==> config.mk <==
export PLATFORM = sky130hd
export DESIGN_NAME = pwm_burst
export DESIGN_NICKNAME = d
export VERILOG_FILES = /design/src/rtl/pwm_burst_pkg.sv /design/src/rtl/pwm_burst_edge.sv /design/src/rtl/pwm_burst.sv
export SDC_FILE = /design/constraint.sdc
export NUM_CORES = 1
export LEC_CHECK = 0
export BUFFER_PORTS_ARGS = -buffer_cell sky130_fd_sc_hd__buf_2
export CORE_MARGIN = 2
export CORE_UTILIZATION = 60
export DETAILED_ROUTE_END_ITERATION = 8
export GPL_TIMING_DRIVEN = 0
export PLACE_DENSITY = 0.78
export SLEW_MARGIN = 20
export SYNTH_ARGS = -nofsm -noshare
export SYNTH_HDL_FRONTEND = slang
export SYNTH_SLANG_ARGS = --single-unit
export TNS_END_PERCENT = 30
==> constraint.sdc <==
create_clock -name clk -period 7.85 [get_ports clk]
set_input_delay 1.9625 -clock clk [delete_from_list [all_inputs] [get_ports clk]]
set_output_delay 1.9625 -clock clk [all_outputs]
set_load 0.02 [all_outputs]
==> src/rtl/pwm_burst_pkg.sv <==
// rtl/pwm_burst_pkg.sv - shared types and register map constants for pwm_burst
// Purpose: FSM state encoding, register offsets, CTRL bit positions and
//          parameter defaults used by pwm_burst and its edge detector.
// Ports:   none (package).
package pwm_burst_pkg;

  typedef enum logic [1:0] {
    ST_IDLE = 2'd0,
    ST_ARM  = 2'd1,
    ST_RUN  = 2'd2,
    ST_DONE = 2'd3
  } state_t;

  localparam int         CNT_W_DEF     = 32;
  localparam logic [7:0] ADDR_BASE_DEF = 8'h50;
  localparam logic [7:0] REG_WINDOW    = 8'd10;

  localparam logic [7:0] OFF_CTRL   = 8'd0;
  localparam logic [7:0] OFF_STATUS = 8'd1;
  localparam logic [7:0] OFF_LEN0   = 8'd2;
  localparam logic [7:0] OFF_LEN3   = 8'd5;
  localparam logic [7:0] OFF_SENT0  = 8'd6;
  localparam logic [7:0] OFF_SENT3  = 8'd9;

  localparam int CTRL_START = 0;
  localparam int CTRL_ABORT = 1;
  localparam int CTRL_CONT  = 2;

endpackage

==> src/rtl/pwm_burst_edge.sv <==
// rtl/pwm_burst_edge.sv - one-cycle delay register with rise/fall strobes
// Purpose: registers i_d once and derives single-cycle edge strobes from
//          the current input against its delayed copy.
// Ports:   clk, res_n  - clock, async active-low reset
//          i_d         - input level (same clock domain)
//          o_q         - i_d delayed by one cycle
//          o_rise      - i_d & ~o_q
//          o_fall      - ~i_d & o_q
module pwm_burst_edge (
  input  logic clk,
  input  logic res_n,
  input  logic i_d,
  output logic o_q,
  output logic o_rise,
  output logic o_fall
);

  logic r_q;

  always_ff @(posedge clk or negedge res_n) begin
    if (!res_n) begin
      r_q <= 1'b0;
    end else begin
      r_q <= i_d;
    end
  end

  assign o_q    = r_q;
  assign o_rise = i_d & ~r_q;
  assign o_fall = ~i_d & r_q;

endmodule

==> src/rtl/pwm_burst.sv <==
// rtl/pwm_burst.sv - gates a PWM waveform into bursts of N whole pulses
// Purpose: forwards complete pwm_in pulses to pulse_out, either exactly LEN
//          of them per start event or continuously until aborted, with a
//          byte-wide register window for control, length and pulse count.
// Ports:   clk, res_n        - clock, async active-low reset
//          addr, data_in, we - register bus (one byte per cycle)
//          data_out          - registered read data
//          pwm_in            - source waveform
//          trig              - external start level (rising edge starts)
//          pulse_out         - gated waveform, one cycle behind pwm_in
//          busy, done        - status (done is sticky until next start)
module pwm_burst
  import pwm_burst_pkg::*;
#(
  parameter logic [7:0] ADDR_BASE = ADDR_BASE_DEF,
  parameter int         CNT_W     = CNT_W_DEF
) (
  input  logic       clk,
  input  logic       res_n,
  input  logic [7:0] addr,
  input  logic [7:0] data_in,
  input  logic       we,
  output logic [7:0] data_out,
  input  logic       pwm_in,
  input  logic       trig,
  output logic       pulse_out,
  output logic       busy,
  output logic       done
);

  state_t             r_state;
  logic [31:0]        r_len;
  logic [CNT_W-1:0]   r_len_q;
  logic [CNT_W-1:0]   r_sent;
  logic               r_cont;
  logic               r_gate;
  logic               r_ovf;
  logic               r_done;
  logic               r_busy;
  logic               r_pulse;
  logic [7:0]         r_data_out;

  logic               w_pwm_q, w_pwm_rise, w_pwm_fall;
  logic               w_trig_q, w_trig_rise, w_trig_fall;
  logic               w_unused;

  logic [7:0]         w_off;
  logic               w_in_win;
  logic               w_wr;
  logic               w_ctrl_wr;
  logic               w_start;
  logic               w_abort;
  logic               w_cont_nxt;
  logic [1:0]         w_byte_sel;
  logic               w_is_len;
  logic               w_is_sent;
  logic [31:0]        w_sent32;
  logic [7:0]         w_rd_byte;
  logic [CNT_W-1:0]   w_sent_inc;
  logic               w_gate_eff;

  pwm_burst_edge u_pwm_edge (
    .clk    (clk),
    .res_n  (res_n),
    .i_d    (pwm_in),
    .o_q    (w_pwm_q),
    .o_rise (w_pwm_rise),
    .o_fall (w_pwm_fall)
  );

  pwm_burst_edge u_trig_edge (
    .clk    (clk),
    .res_n  (res_n),
    .i_d    (trig),
    .o_q    (w_trig_q),
    .o_rise (w_trig_rise),
    .o_fall (w_trig_fall)
  );

  assign w_unused = &{1'b0, w_pwm_q, w_trig_q, w_trig_fall};

  // Register decode
  assign w_off      = addr - ADDR_BASE;
  assign w_in_win   = (addr >= ADDR_BASE) && (w_off < REG_WINDOW);
  assign w_wr       = we && w_in_win;
  assign w_ctrl_wr  = w_wr && (w_off == OFF_CTRL);
  assign w_abort    = w_ctrl_wr && data_in[CTRL_ABORT];
  assign w_start    = (w_ctrl_wr && data_in[CTRL_START]) || w_trig_rise;
  // A CTRL write carrying START|CONT must start in continuous mode.
  assign w_cont_nxt = w_ctrl_wr ? data_in[CTRL_CONT] : r_cont;

  // LEN (offsets 2..5) and SENT (6..9) share the same low-bit byte index.
  assign w_byte_sel = w_off[1:0] - 2'd2;
  assign w_is_len   = (w_off >= OFF_LEN0) && (w_off <= OFF_LEN3);
  assign w_is_sent  = (w_off >= OFF_SENT0) && (w_off <= OFF_SENT3);
  assign w_sent32   = 32'(r_sent);

  always_comb begin
    w_rd_byte = 8'h00;
    if (w_off == OFF_CTRL) begin
      w_rd_byte = {5'b0, r_cont, 2'b00};
    end else if (w_off == OFF_STATUS) begin
      w_rd_byte = {5'b0, r_ovf, r_done, r_busy};
    end else if (w_is_len) begin
      w_rd_byte = r_len[{w_byte_sel, 3'b000} +: 8];
    end else if (w_is_sent) begin
      w_rd_byte = w_sent32[{w_byte_sel, 3'b000} +: 8];
    end
  end

  always_ff @(posedge clk or negedge res_n) begin
    if (!res_n) begin
      r_data_out <= 8'h00;
      r_len      <= 32'h0;
      r_cont     <= 1'b0;
    end else begin
      if (w_in_win) begin
        r_data_out <= w_rd_byte;
      end
      if (w_ctrl_wr) begin
        r_cont <= data_in[CTRL_CONT];
      end
      if (w_wr && w_is_len) begin
        r_len[{w_byte_sel, 3'b000} +: 8] <= data_in;
      end
    end
  end

  // Burst engine
  assign w_sent_inc = r_sent + {{(CNT_W-1){1'b0}}, 1'b1};

  // The gate decision is made on the rising edge so a pulse is either
  // forwarded whole or not at all; the fall always closes it.
  always_comb begin
    w_gate_eff = r_gate;
    if (w_pwm_rise) begin
      w_gate_eff = r_cont || (r_sent < r_len_q);
    end else if (w_pwm_fall) begin
      w_gate_eff = 1'b0;
    end
  end

  always_ff @(posedge clk or negedge res_n) begin
    if (!res_n) begin
      r_state <= ST_IDLE;
      r_len_q <= '0;
      r_sent  <= '0;
      r_gate  <= 1'b0;
      r_ovf   <= 1'b0;
      r_done  <= 1'b0;
      r_busy  <= 1'b0;
      r_pulse <= 1'b0;
    end else if (w_abort) begin
      r_state <= ST_IDLE;
      r_gate  <= 1'b0;
      r_busy  <= 1'b0;
      r_pulse <= 1'b0;
    end else begin
      case (r_state)
        ST_IDLE: begin
          r_pulse <= 1'b0;
          if (w_start) begin
            r_len_q <= r_len[CNT_W-1:0];
            r_sent  <= '0;
            r_done  <= 1'b0;
            r_ovf   <= 1'b0;
            r_gate  <= 1'b0;
            if ((r_len[CNT_W-1:0] == '0) && !w_cont_nxt) begin
              r_state <= ST_DONE;
            end else begin
              r_state <= ST_ARM;
              r_busy  <= 1'b1;
            end
          end
        end
        ST_ARM: begin
          // Never join a pulse already in progress.
          if (!pwm_in) begin
            r_state <= ST_RUN;
          end
        end
        ST_RUN: begin
          r_pulse <= pwm_in & w_gate_eff;
          r_gate  <= w_gate_eff;
          if (w_pwm_fall && r_gate) begin
            if (&r_sent) begin
              r_ovf <= 1'b1;
            end else begin
              r_sent <= w_sent_inc;
              if (&w_sent_inc) begin
                r_ovf <= 1'b1;
              end
            end
            if (!r_cont && (w_sent_inc == r_len_q)) begin
              r_state <= ST_DONE;
              r_busy  <= 1'b0;
            end
          end
        end
        ST_DONE: begin
          r_done  <= 1'b1;
          r_pulse <= 1'b0;
          r_state <= ST_IDLE;
        end
        default: begin
          r_state <= ST_IDLE;
        end
      endcase
    end
  end

  assign data_out  = r_data_out;
  assign pulse_out = r_pulse;
  assign busy      = r_busy;
  assign done      = r_done;

endmodule

## Word level (Yosys, flattened, before mapping)

Index checks and enable logic that the tools add are counted.

- Word-level logic and storage cells: 117
- Bits in registers: 114

- Eq/ne operators: 14
- Reductions and logical operators: 32
- Add/sub/neg operators: 4
- Shift operators: 4
- Muxes and demuxes: 35
- Bitwise operators: 8
- Order comparisons: 7

Operators with widths:

| cell | number |
|---|---|
| two-way mux 32 bit | 3 |
| case mux 32 bit (2 select lines) | 1 |
| AND reduction 32 bit | 2 |
| indexed part select 32 x 6 -> 8 bit | 2 |
| adder 32 x 1 -> 32 bit, second input constant | 1 |
| bitwise mux 32 bit | 1 |
| == test 32 bit | 1 |
| zero test 32 bit | 1 |
| < comparator 32 bit | 1 |
| two-way mux 8 bit | 4 |
| variable shift 8 x 7 -> 32 bit, first input constant | 1 |
| indexed part select 8 x 7 -> 32 bit | 1 |
| inequality test 3 bit, second input constant | 6 |
| AND reduction 5 bit | 3 |
| two-way mux 1 bit | 14 |
| two-way mux 2 bit | 6 |
| logical AND 1 bit | 11 |
| case mux 1 bit (2 select lines) | 5 |
| == test 8 x 1 -> 1 bit, second input constant | 1 |
| greater-or-equal comparator 8 x 2 -> 1 bit, second input constant | 1 |
| greater-or-equal comparator 8 x 3 -> 1 bit, second input constant | 1 |
| greater-or-equal comparator 8 x 7 -> 1 bit, second input constant | 1 |
| less-or-equal comparator 8 x 3 -> 1 bit, second input constant | 1 |
| less-or-equal comparator 8 x 4 -> 1 bit, second input constant | 1 |
| other kinds (20) | 34 |

## Logic depth before layout (Yosys ltp)

Gate-level depths: netlist (run 1).

- Depth after elaboration: 12
- Gate-level depth with buffers: 13
- Depth with buffers taken out: 11

## Cells and area by module

From an unflattened synthesis (run 1), not the netlist that was laid out.

- Cell total of the unflattened synthesis: 997
- Area total of the unflattened synthesis: 8251.7 µm²

By module, submodules not included:

| module | times used | area an instance (µm²) | cells each |
|---|---|---|---|
| pwm_burst | 1 | 8171.6 | 991 |
| pwm_burst_edge | 2 | 40.0 | 3 |

## Worst setup path after synthesis (run 1)

No wires, ideal clock.

- Kind: input-to-reg
- Start: input port addr[0]
- End: register r_sent[11]
- Cell stages on the path: 11
- Arrival: 4497 ps
- Slack: 3232 ps
- Path buffers: 3
- Path through: clkbuf_1 -> inv_1 -> ha_1 -> nor3b_1 -> and3_1 -> nand4_1 -> o211ai_1 -> a21o_1 -> clkbuf_1 -> buf_1 -> a22o_1

- Word-level cells in the longest chain between the ends: 9

Ends and longest elaborated chain:

| item | line | RTL |
|---|---|---|
| start, declared | pwm_burst.sv:20 | `input logic [7:0] addr,` |
| subtractor 8 x 7 -> 8 bit | pwm_burst.sv:83 | `assign w_off = addr - ADDR_BASE;` |
| < comparator 8 x 4 -> 1 bit | pwm_burst.sv:84 | `assign w_in_win = (addr >= ADDR_BASE) && (w_off < REG_WINDOW);` |
| logical AND 1 bit | pwm_burst.sv:84 |  |
| logical AND 1 bit | pwm_burst.sv:85 | `assign w_wr = we && w_in_win;` |
| logical AND 1 bit * | pwm_burst.sv:86 | `assign w_ctrl_wr = w_wr && (w_off == OFF_CTRL);` |
| logical AND 1 bit | pwm_burst.sv:88 | `assign w_start = (w_ctrl_wr && data_in[CTRL_START]) \|\| w_trig_rise;` |
| logical OR 1 bit | pwm_burst.sv:88 |  |
| inequality test 2 bit (no line) | -- |  |
| AND reduction 5 bit (no line) * | -- |  |
| end signal, assigned | pwm_burst.sv:189 | `r_sent <= w_sent_inc;` |
| end, declared | pwm_burst.sv:34 | `logic [CNT_W-1:0] r_sent;` |

Mark *: on every way between the ends. The rest lies on a longest branch, timed or not.
A chain may end at the register's enable or synchronous reset.

## Worst setup path in the final report (run 1)

- Start: input port addr[0]
- End: register r_sent[1]

The elaborated chain is that of the path after synthesis.

==> reports/summary.md, run 1 <==
### Synthesis
• **register bit total from synthesis** 114
• **compound-gate portion of the synthesized area** 20.8%
• **library cells used by synthesis** 73
• **gate count after technology mapping** 975
• **arithmetic-cell share of the synthesized area counting full adders, half adders and majority gates** 7.07%
• **Syn Nets** 1043
• **EDFF count, synth** 0
• **portion of the post-synthesis area used by sequential elements** 34.3%
• **post-synthesis instance area** 8320 µm²
• **async set-or-reset flop fraction in the synthesized netlist** 100%
• **Post-Synth XOR/XNOR Area** 3.70%
• **largest family of logic cells by synthesized area** simple AND/OR/NAND/NOR gates
• **simple-gate share of the synthesized area** 22.6%
• **fraction of synthesized area in multiplexers** 5.19%
• **Post-Syn Area per Cell** 8.54 µm²
• **primary flip-flop cell chosen by synthesis mapping** sky130_fd_sc_hd__dfrtp_1
• **Warnings, synthesis** 0

### Worst setup path
• **required arrival time at the worst endpoint** 8.14 ns
• **Critical path origin** addr[0]
• **setup slack on the worst flop-to-flop path** 3.58 ns
• **endpoint type of the worst setup path** register
• **Worst Path Max Fanout** 10
• **nature of the critical path startpoint** input pin
• **category of the critical setup timing path** in -> reg
• **FF-to-FF path depth** 12
• **Data arrival, critical path** 5.94 ns
• **worst setup path endpoint** r_sent[1]
• **capture point of the worst reg-to-reg path** r_sent[1]
• **worst r2r src** r_sent[1]

### Power
• **Design Power** 2320 µW
• **Worst VDD drop** 0.181 mV
• **pwr dens** 249 nW/µm²
• **Leak Pwr** 0.00392 µW

### Final layout
• **number of antenna diodes** 0
• **proportion of layout cells with a drive suffix above 1** 10.4%
• **Area growth syn-to-layout** 12.2%
• **number of fillers in the final layout** 1142
• **Final nets** 1093
• **cell area after layout** 9340 µm²
• **Finished Core Util** 68.1%

### Global route
• **number of global-route vias before repair** 7702
• **number of antenna violations at the first check in global routing** 0
• **wire length of the first global-routing pass** 43900 µm
• **total global routing overflow** 0
• **Overall Global Routing Usage** 39.7%
• **largest net degree at the start of global routing** 78

### Timing
• **final critical-path share of the clock period** 71.9%
• **setup repair after global routing missed its margin** false
• **count of pins over their slew limit** 0
• **relative slew slack** 33.8%
• **number of setup violations in the final report** 0
• **final critical delay including setup and external delays** 5.64 ns
• **maximum frequency from static timing analysis** 0.177 GHz
• **number of hold-slack violations in the final timing report** 0
• **Worst Max-Slew Pin Slew** 0.968 ns
• **worst clock skew** 0.00786 ns
• **Worst Setup Slack, final** 2.21 ns
• **Setup TNS Final** 0 ns

### Drt
• **vias per std cell** 6.82
• **DRC violation total after the first TritonRoute iteration** 1156
• **Pre-antenna DRT Iters** 6
• **DR WL/cell** 23.2 µm
• **number of nets with antenna violations after detailed routing** 0
• **aggregate routed wire length** 28300 µm
• **DRC violations left** 0
• **via count** 8301

### Run status
• **status** completed

### Floorplan
• **Starting Density** 60.7%
• **Die X** 122 µm
• **area of the core** 13700 µm²
• **vertical die dimension** 122 µm
• **area of the die** 14800 µm²
• **count of standard-cell rows** 43
• **Boundary Pins** 32

### Clock network
• **clock latency reported for the late side of the worst-skew pair** 0.44 ns
• **post-cts sizing count** 0
• **root cell of the clock tree** sky130_fd_sc_hd__clkbuf_16
• **CTS buffer count** 17
• **post-CTS setup buffer count** 0
• **number of buffers inserted by hold repair at cts** 0
• **maximum level of the CTS H-tree** 4
• **clock-pin slew on the worst setup and hold paths** 0.06 ns
• **clock tree from TritonCTS** built
• **maximum count of clock buffers along a single path** 2
• **CTS Sinks** 114

### Placed design
• **post-placement setup slack** 1.89 ns
• **final weighted congestion in routability-driven placement** 1.02
• **half-perimeter wire length after placement** 21200 µm
• **Post-DP Area** 8730 µm²
• **port bufs** 30

### Run
• **number of violations of the max-capacitance limit** 0

### Worst hold path
• **classification of the worst-slack hold path** reg -> reg

-- per-stage QoR --
| stage | std cells | hold slack (ns) |
|---|---|---|
| 6_report | 1218 | 0.477 |
| 5_1_grt | 1218 | 0.517 |
| 4_1_cts | 1218 | 0.478 |
| 3_5_place_dp | 1186 | 0.465 |
| 3_3_place_gp | 1185 | 0.458 |
| 2_1_floorplan | 975 | 0.455 |
-- worst max-delay path: stages --
cell,delay [ns]
sky130_fd_sc_hd__buf_2,0.12
sky130_fd_sc_hd__clkbuf_1,0.31
sky130_fd_sc_hd__inv_1,0.32
sky130_fd_sc_hd__ha_1,0.21
sky130_fd_sc_hd__nor3b_1,0.20
sky130_fd_sc_hd__and3_1,0.28
sky130_fd_sc_hd__nand4_1,0.39
sky130_fd_sc_hd__o211ai_1,0.57
sky130_fd_sc_hd__a21o_1,0.18
sky130_fd_sc_hd__clkbuf_1,0.66
sky130_fd_sc_hd__buf_1,0.54
sky130_fd_sc_hd__o21ai_0,0.18
-- sequential cells by signal, summed over array words and instances (netlist names), 2 cells and up --
name / flops
r_state: 2
r_sent: 32
data_out: 8
r_len_q: 32
r_len: 32
-- cell usage after synthesis (12+ instances only) --
cell	instances	area (µm²)
sky130_fd_sc_hd__inv_1	67	251
sky130_fd_sc_hd__nor4_1	19	119
sky130_fd_sc_hd__a21oi_1	20	100
sky130_fd_sc_hd__a21o_1	13	97.6
sky130_fd_sc_hd__nand3_1	30	150
sky130_fd_sc_hd__a22o_1	31	272
sky130_fd_sc_hd__nor3_1	21	105
sky130_fd_sc_hd__and3_1	14	87.6
sky130_fd_sc_hd__nor2_1	29	109
sky130_fd_sc_hd__clkbuf_1	45	169
sky130_fd_sc_hd__nand2_1	154	578
sky130_fd_sc_hd__dfrtp_1	114	2850
sky130_fd_sc_hd__xnor2_1	20	175
sky130_fd_sc_hd__o21ai_0	109	546
sky130_fd_sc_hd__o22ai_1	12	75.1
sky130_fd_sc_hd__o211ai_1	14	105
sky130_fd_sc_hd__nand2b_1	16	100
sky130_fd_sc_hd__mux4_2	16	360
sky130_fd_sc_hd__nand4_1	27	169
sky130_fd_sc_hd__ha_1	47	588
-- cells in the final DEF, fill, tap and decap left out, types with 19 or more instances in the layout --
cell type,count
sky130_fd_sc_hd__nand2_1,154
sky130_fd_sc_hd__dfrtp_1,114
sky130_fd_sc_hd__o21ai_0,109
sky130_fd_sc_hd__inv_1,67
sky130_fd_sc_hd__ha_1,47
sky130_fd_sc_hd__clkbuf_1,45
sky130_fd_sc_hd__buf_2,39
sky130_fd_sc_hd__a22o_1,31
sky130_fd_sc_hd__nand3_1,30
sky130_fd_sc_hd__nor2_1,29
sky130_fd_sc_hd__nand4_1,27
sky130_fd_sc_hd__nor3_1,21
sky130_fd_sc_hd__a21oi_1,20
sky130_fd_sc_hd__xnor2_1,20
sky130_fd_sc_hd__nor4_1,19
-- layer usage --
layer | GRT usage, % | up-vias | wire [µm] | part of all wire [%]
li1 | - | 3670 | - | -
met1 | 54.5 | 3949 | 11300 | 40
met2 | 60.3 | 566 | 12500 | 44
met3 | 8.52 | 116 | 3080 | 11
met4 | 18.3 | 0 | 1460 | 5.2
met5 | 0 | - | 0 | 0
-- cell families after synthesis --
kind of cell    Yosys count
flops                   114
simple gates            367
xor+xnor                 32
fa+ha+maj                47
mux                      23
compound gates          259
buf+inv                 133
-- worst min path at each step --
stage / from / cells after the start / slack, ns / end
after floorplan: r_ovf / 1 / 0.45 / r_ovf
after global placement: data_out[0] / 2 / 0.46 / data_out[0]
after detailed placement: data_out[1] / 2 / 0.46 / data_out[1]
after CTS: data_out[1] / 2 / 0.48 / data_out[1]
after global routing: data_out[2] / 1 / 0.52 / data_out[2]
final: data_out[1] / 2 / 0.48 / data_out[1]
-- area by class of cell --
class	instances	area [µm²]	area share (%)
Multi-Input combinational cell	728	4940	52.9
Sequential cell	114	2850	30.6
Clock buffer	19	453	4.85
Buffer	66	283	3.03
Inverter	67	251	2.69
Tap cell	180	225	2.41
Timing Repair Buffer	31	184	1.97
Clock inverter	13	151	1.62
-- power by group --
| group | leakage, µW | switching (µW) | internal, µW |
|---|---|---|---|
| sequential | 0.00156 | 60.6 | 648 |
| clock | 0.000283 | 317 | 488 |
| combinational | 0.00207 | 558 | 251 |
| total | 0.00392 | 936 | 1390 |
(Power assumes the default switching activity.)
==> inputs of run 2 (changes only) <==
ABC_AREA = 1   (was default)
clock period = 5.51 ns   (was 7.85 ns; I/O delays follow)
==> reports/summary.md, run 2 <==
### Synthesis
• **top cells by count, synth** 308 x sky130_fd_sc_hd__nand2_1, 154 x sky130_fd_sc_hd__inv_1, 137 x sky130_fd_sc_hd__o21ai_0, was 154 x sky130_fd_sc_hd__nand2_1, 114 x sky130_fd_sc_hd__dfrtp_1, 109 x sky130_fd_sc_hd__o21ai_0
• **Warnings, synthesis** 0, unchanged
• **gate count after technology mapping** 1171, was 975
• **Synth area leader** sky130_fd_sc_hd__dfrtp_1, unchanged
• **top cell type's share of synthesized area** 34.7%, was 34.3%
• **primary flip-flop cell chosen by synthesis mapping** sky130_fd_sc_hd__dfrtp_1, unchanged
• **portion of the post-synthesis area used by sequential elements** 34.7%, was 34.3%
• **post-synthesis instance area** 8230 µm², was 8320 µm²
• **async set-or-reset flop fraction in the synthesized netlist** 100%, unchanged
• **register bit total from synthesis** 114, unchanged
• **EDFF count, synth** 0, unchanged
• **Syn Nets** 1239, was 1043
• **cell types with the largest area share after synthesis** sky130_fd_sc_hd__dfrtp_1 35%, sky130_fd_sc_hd__nand2_1 14%, sky130_fd_sc_hd__o21ai_0 8.3%, sky130_fd_sc_hd__ha_1 7.1%, sky130_fd_sc_hd__inv_1 7.0%, was sky130_fd_sc_hd__dfrtp_1 34%, sky130_fd_sc_hd__ha_1 7.1%, sky130_fd_sc_hd__nand2_1 6.9%, sky130_fd_sc_hd__o21ai_0 6.6%, sky130_fd_sc_hd__mux4_2 4.3%
• **library cells used by synthesis** 39, was 73
• **most frequent cell after synthesis** sky130_fd_sc_hd__nand2_1, unchanged
• **Post-Syn Area per Cell** 7.02 µm², was 8.54 µm²

### Power
• **Switching Power** 1260 µW, was 936 µW
• **switching fraction of total power** 39.1%, was 40.3%
• **relative contribution of sequential cells to total power** 36.4%, was 30.5%
• **Leak Pwr** 0.00454 µW, was 0.00392 µW
• **Design Power** 3230 µW, was 2320 µW
• **combinational group share of total power** 29.8%, was 34.8%
• **clock network power share** 33.7%, was 34.7%
• **pwr dens** 351 nW/µm², was 249 nW/µm²
• **Worst VDD drop** 0.243 mV, was 0.181 mV
• **internal power summed over all cells** 1970 µW, was 1390 µW

### Timing
• **maximum frequency from static timing analysis** 0.249 GHz
• **Setup TNS Final** 0 ns, unchanged
• **setup repair after global routing missed its margin** false, unchanged
• **count of pins over their slew limit** 0, unchanged
• **number of hold-slack violations in the final timing report** 0, unchanged
• **number of setup violations in the final report** 0, unchanged
• **relative slew slack** 55.0%, was 33.8%
• **worst clock skew** 0.00991 ns, was 0.00786 ns
• **final critical-path share of the clock period** 72.9%
• **Worst Max-Slew Pin Slew** 0.675 ns, was 0.968 ns
• **final critical delay including setup and external delays** 4.02 ns

### Floorplan
• **vertical die dimension** 121 µm, was 122 µm
• **area of the core** 13300 µm², was 13700 µm²
• **Starting Density** 61.9%, was 60.7%
• **count of standard-cell rows** 42, was 43
• **Boundary Pins** 32, unchanged
• **area of the die** 14700 µm², was 14800 µm²
• **Die X** 121 µm, was 122 µm

### Global route
• **total global routing overflow** 0, unchanged
• **wire length of the first global-routing pass** 39300 µm, was 43900 µm
• **largest net degree at the start of global routing** 72, was 78
• **Overall Global Routing Usage** 35.1%, was 39.7%
• **number of global-route vias before repair** 7613, was 7702
• **number of antenna violations at the first check in global routing** 0, unchanged

### Clock network
• **maximum level of the CTS H-tree** 4, unchanged
• **CTS buffer count** 17, unchanged
• **CTS Sinks** 114, unchanged
• **root cell of the clock tree** sky130_fd_sc_hd__clkbuf_16, unchanged
• **post-cts sizing count** 0, unchanged
• **number of buffers inserted by hold repair at cts** 0, unchanged
• **post-CTS setup buffer count** 0, unchanged
• **clock latency reported for the late side of the worst-skew pair** 0.43 ns, was 0.44 ns
• **maximum count of clock buffers along a single path** 2, unchanged
• **clock tree from TritonCTS** built, unchanged
• **clock-pin slew on the worst setup and hold paths** 0.06 ns, about the same

### Final layout
• **most frequent cells in the layout** 308 x sky130_fd_sc_hd__nand2_1, 154 x sky130_fd_sc_hd__inv_1, 137 x sky130_fd_sc_hd__o21ai_0, was 154 x sky130_fd_sc_hd__nand2_1, 114 x sky130_fd_sc_hd__dfrtp_1, 109 x sky130_fd_sc_hd__o21ai_0
• **Area growth syn-to-layout** 11.8%, was 12.2%
• **largest registers ranked by flip-flop count** r_len (32), r_len_q (32), r_sent (32), unchanged
• **proportion of layout cells with a drive suffix above 1** 10.9%, was 10.4%
• **number of antenna diodes** 0, unchanged
• **Final nets** 1289, was 1093
• **most common library cell in the layout ignoring fill and taps** sky130_fd_sc_hd__nand2_1, unchanged

### Drt
• **vias per std cell** 5.80, was 6.82
• **Pre-antenna DRT Iters** 5, was 6
• **aggregate routed wire length** 24300 µm, was 28300 µm
• **DRC violations left** 0, unchanged
• **DRC violation total after the first TritonRoute iteration** 848, was 1156
• **number of nets with antenna violations after detailed routing** 0, unchanged
• **DR WL/cell** 17.2 µm, was 23.2 µm
• **via count** 8180, was 8301

### Worst setup path
• **category of the critical setup timing path** in -> reg, unchanged
• **endpoint type of the worst setup path** register, unchanged
• **Data arrival, critical path** 4.31 ns, was 5.94 ns
• **Worst Path Max Fanout** 13, was 10
• **required arrival time at the worst endpoint** 5.80 ns, was 8.14 ns
• **nature of the critical path startpoint** input pin, unchanged

### Placed design
• **half-perimeter wire length after placement** 18700 µm, was 21200 µm
• **final weighted congestion in routability-driven placement** 1.00, was 1.02
• **port bufs** 30, unchanged

### Run status
• **status** completed, unchanged

### Worst hold path
• **classification of the worst-slack hold path** reg -> reg, unchanged

### Run
• **number of violations of the max-capacitance limit** 0, unchanged

==> run 2: changes by cell type after synthesis, moves of 16 or more <==
cell,change
sky130_fd_sc_hd__a21oi_1,+30
sky130_fd_sc_hd__a22o_1,-31
sky130_fd_sc_hd__clkbuf_1,-29
sky130_fd_sc_hd__inv_1,+87
sky130_fd_sc_hd__mux4_2,-16
sky130_fd_sc_hd__nand2_1,+154
sky130_fd_sc_hd__nand2b_1,-16
sky130_fd_sc_hd__nand3_1,+66
sky130_fd_sc_hd__nor2_1,+65
sky130_fd_sc_hd__o21ai_0,+28
sky130_fd_sc_hd__o21ai_2,+19
sky130_fd_sc_hd__xnor2_1,-18
==> run 2: worst max-delay path, stage by stage <==
cell                       delay (ns)
sky130_fd_sc_hd__buf_2           0.17
sky130_fd_sc_hd__inv_1           0.25
sky130_fd_sc_hd__clkbuf_1        0.56
sky130_fd_sc_hd__ha_1            0.27
sky130_fd_sc_hd__inv_1           0.10
sky130_fd_sc_hd__nor3_4          0.34
sky130_fd_sc_hd__nand3_2         0.14
sky130_fd_sc_hd__nand3_2         0.16
sky130_fd_sc_hd__nand2_2         0.08
sky130_fd_sc_hd__nor3_4          0.30
sky130_fd_sc_hd__inv_2           0.22
sky130_fd_sc_hd__buf_6           0.19
sky130_fd_sc_hd__nand2_1         0.05
sky130_fd_sc_hd__o21ai_1         0.07
==> run 2: logic make-up after synthesis <==
family	count (synthesis)	share of synthesized area, %
xor+xnor	18	2.42
flops	114	34.7
fa+ha+maj	47	7.15
simple gates	580	31.7
buf+inv	191	9.29
compound gates	221	14.7
==> run 2: final timing paths <==
check	start	endpoint	slack [ns]	cells past startpoint
hold / removal	data_out[5]	data_out[5]	0.48	2
max in group asynchronous	res_n	r_sent[30]	3.96	2
setup / recovery	addr[0]	r_sent[19]	1.49	14
hold reg to reg	data_out[5]	data_out[5]	0.48	2
min in group asynchronous	res_n	r_len[6]	0.86	1
setup reg to reg	r_sent[1]	r_ovf	2.63	16
==> run 2: power groups by stage <==
stage,sequential (µW),clock (µW),combinational [µW]
after floorplan,1120,0,692
after global placement,1170,0,924
after detailed placement,1180,0,949
after CTS,1160,1090,958
after global routing,1190,1120,1110
final,1180,1090,963
==> run 2: layout make-up <==
cell class              count  area (µm²)
multi-input cells         866        4610
fillers                  1141        4100
flip-flops and latches    114        2850
inverters                 158         593
clock buffers              17         425
well taps                 176         220
repair buffers             31         184
plain buffers              33         171
clock inverters            15         145
==> run 2: per-stage QoR <==
step                      instance area, µm²  std cells  setup WS, ns  utilization, %  hold slack (ns)
after floorplan                         8230       1171          2.11               -            0.442
after global placement                  8600       1377          1.19            64.7            0.461
after detailed placement                8630       1378          1.09            64.9            0.473
after CTS                               9200       1410          1.55            69.2            0.487
after global routing                    9200       1410          1.33            69.2            0.499
final                                   9200       1410          1.49            69.2            0.485
==> run 2: layer usage <==
metal  vias up  wire [µm]  GRT usage, %
met5         -          0             0
met1      3775      10100          46.5
met2       386      11100          56.2
met4         0       1010          15.8
li1       3954          -             -
met3        65       2010          6.16
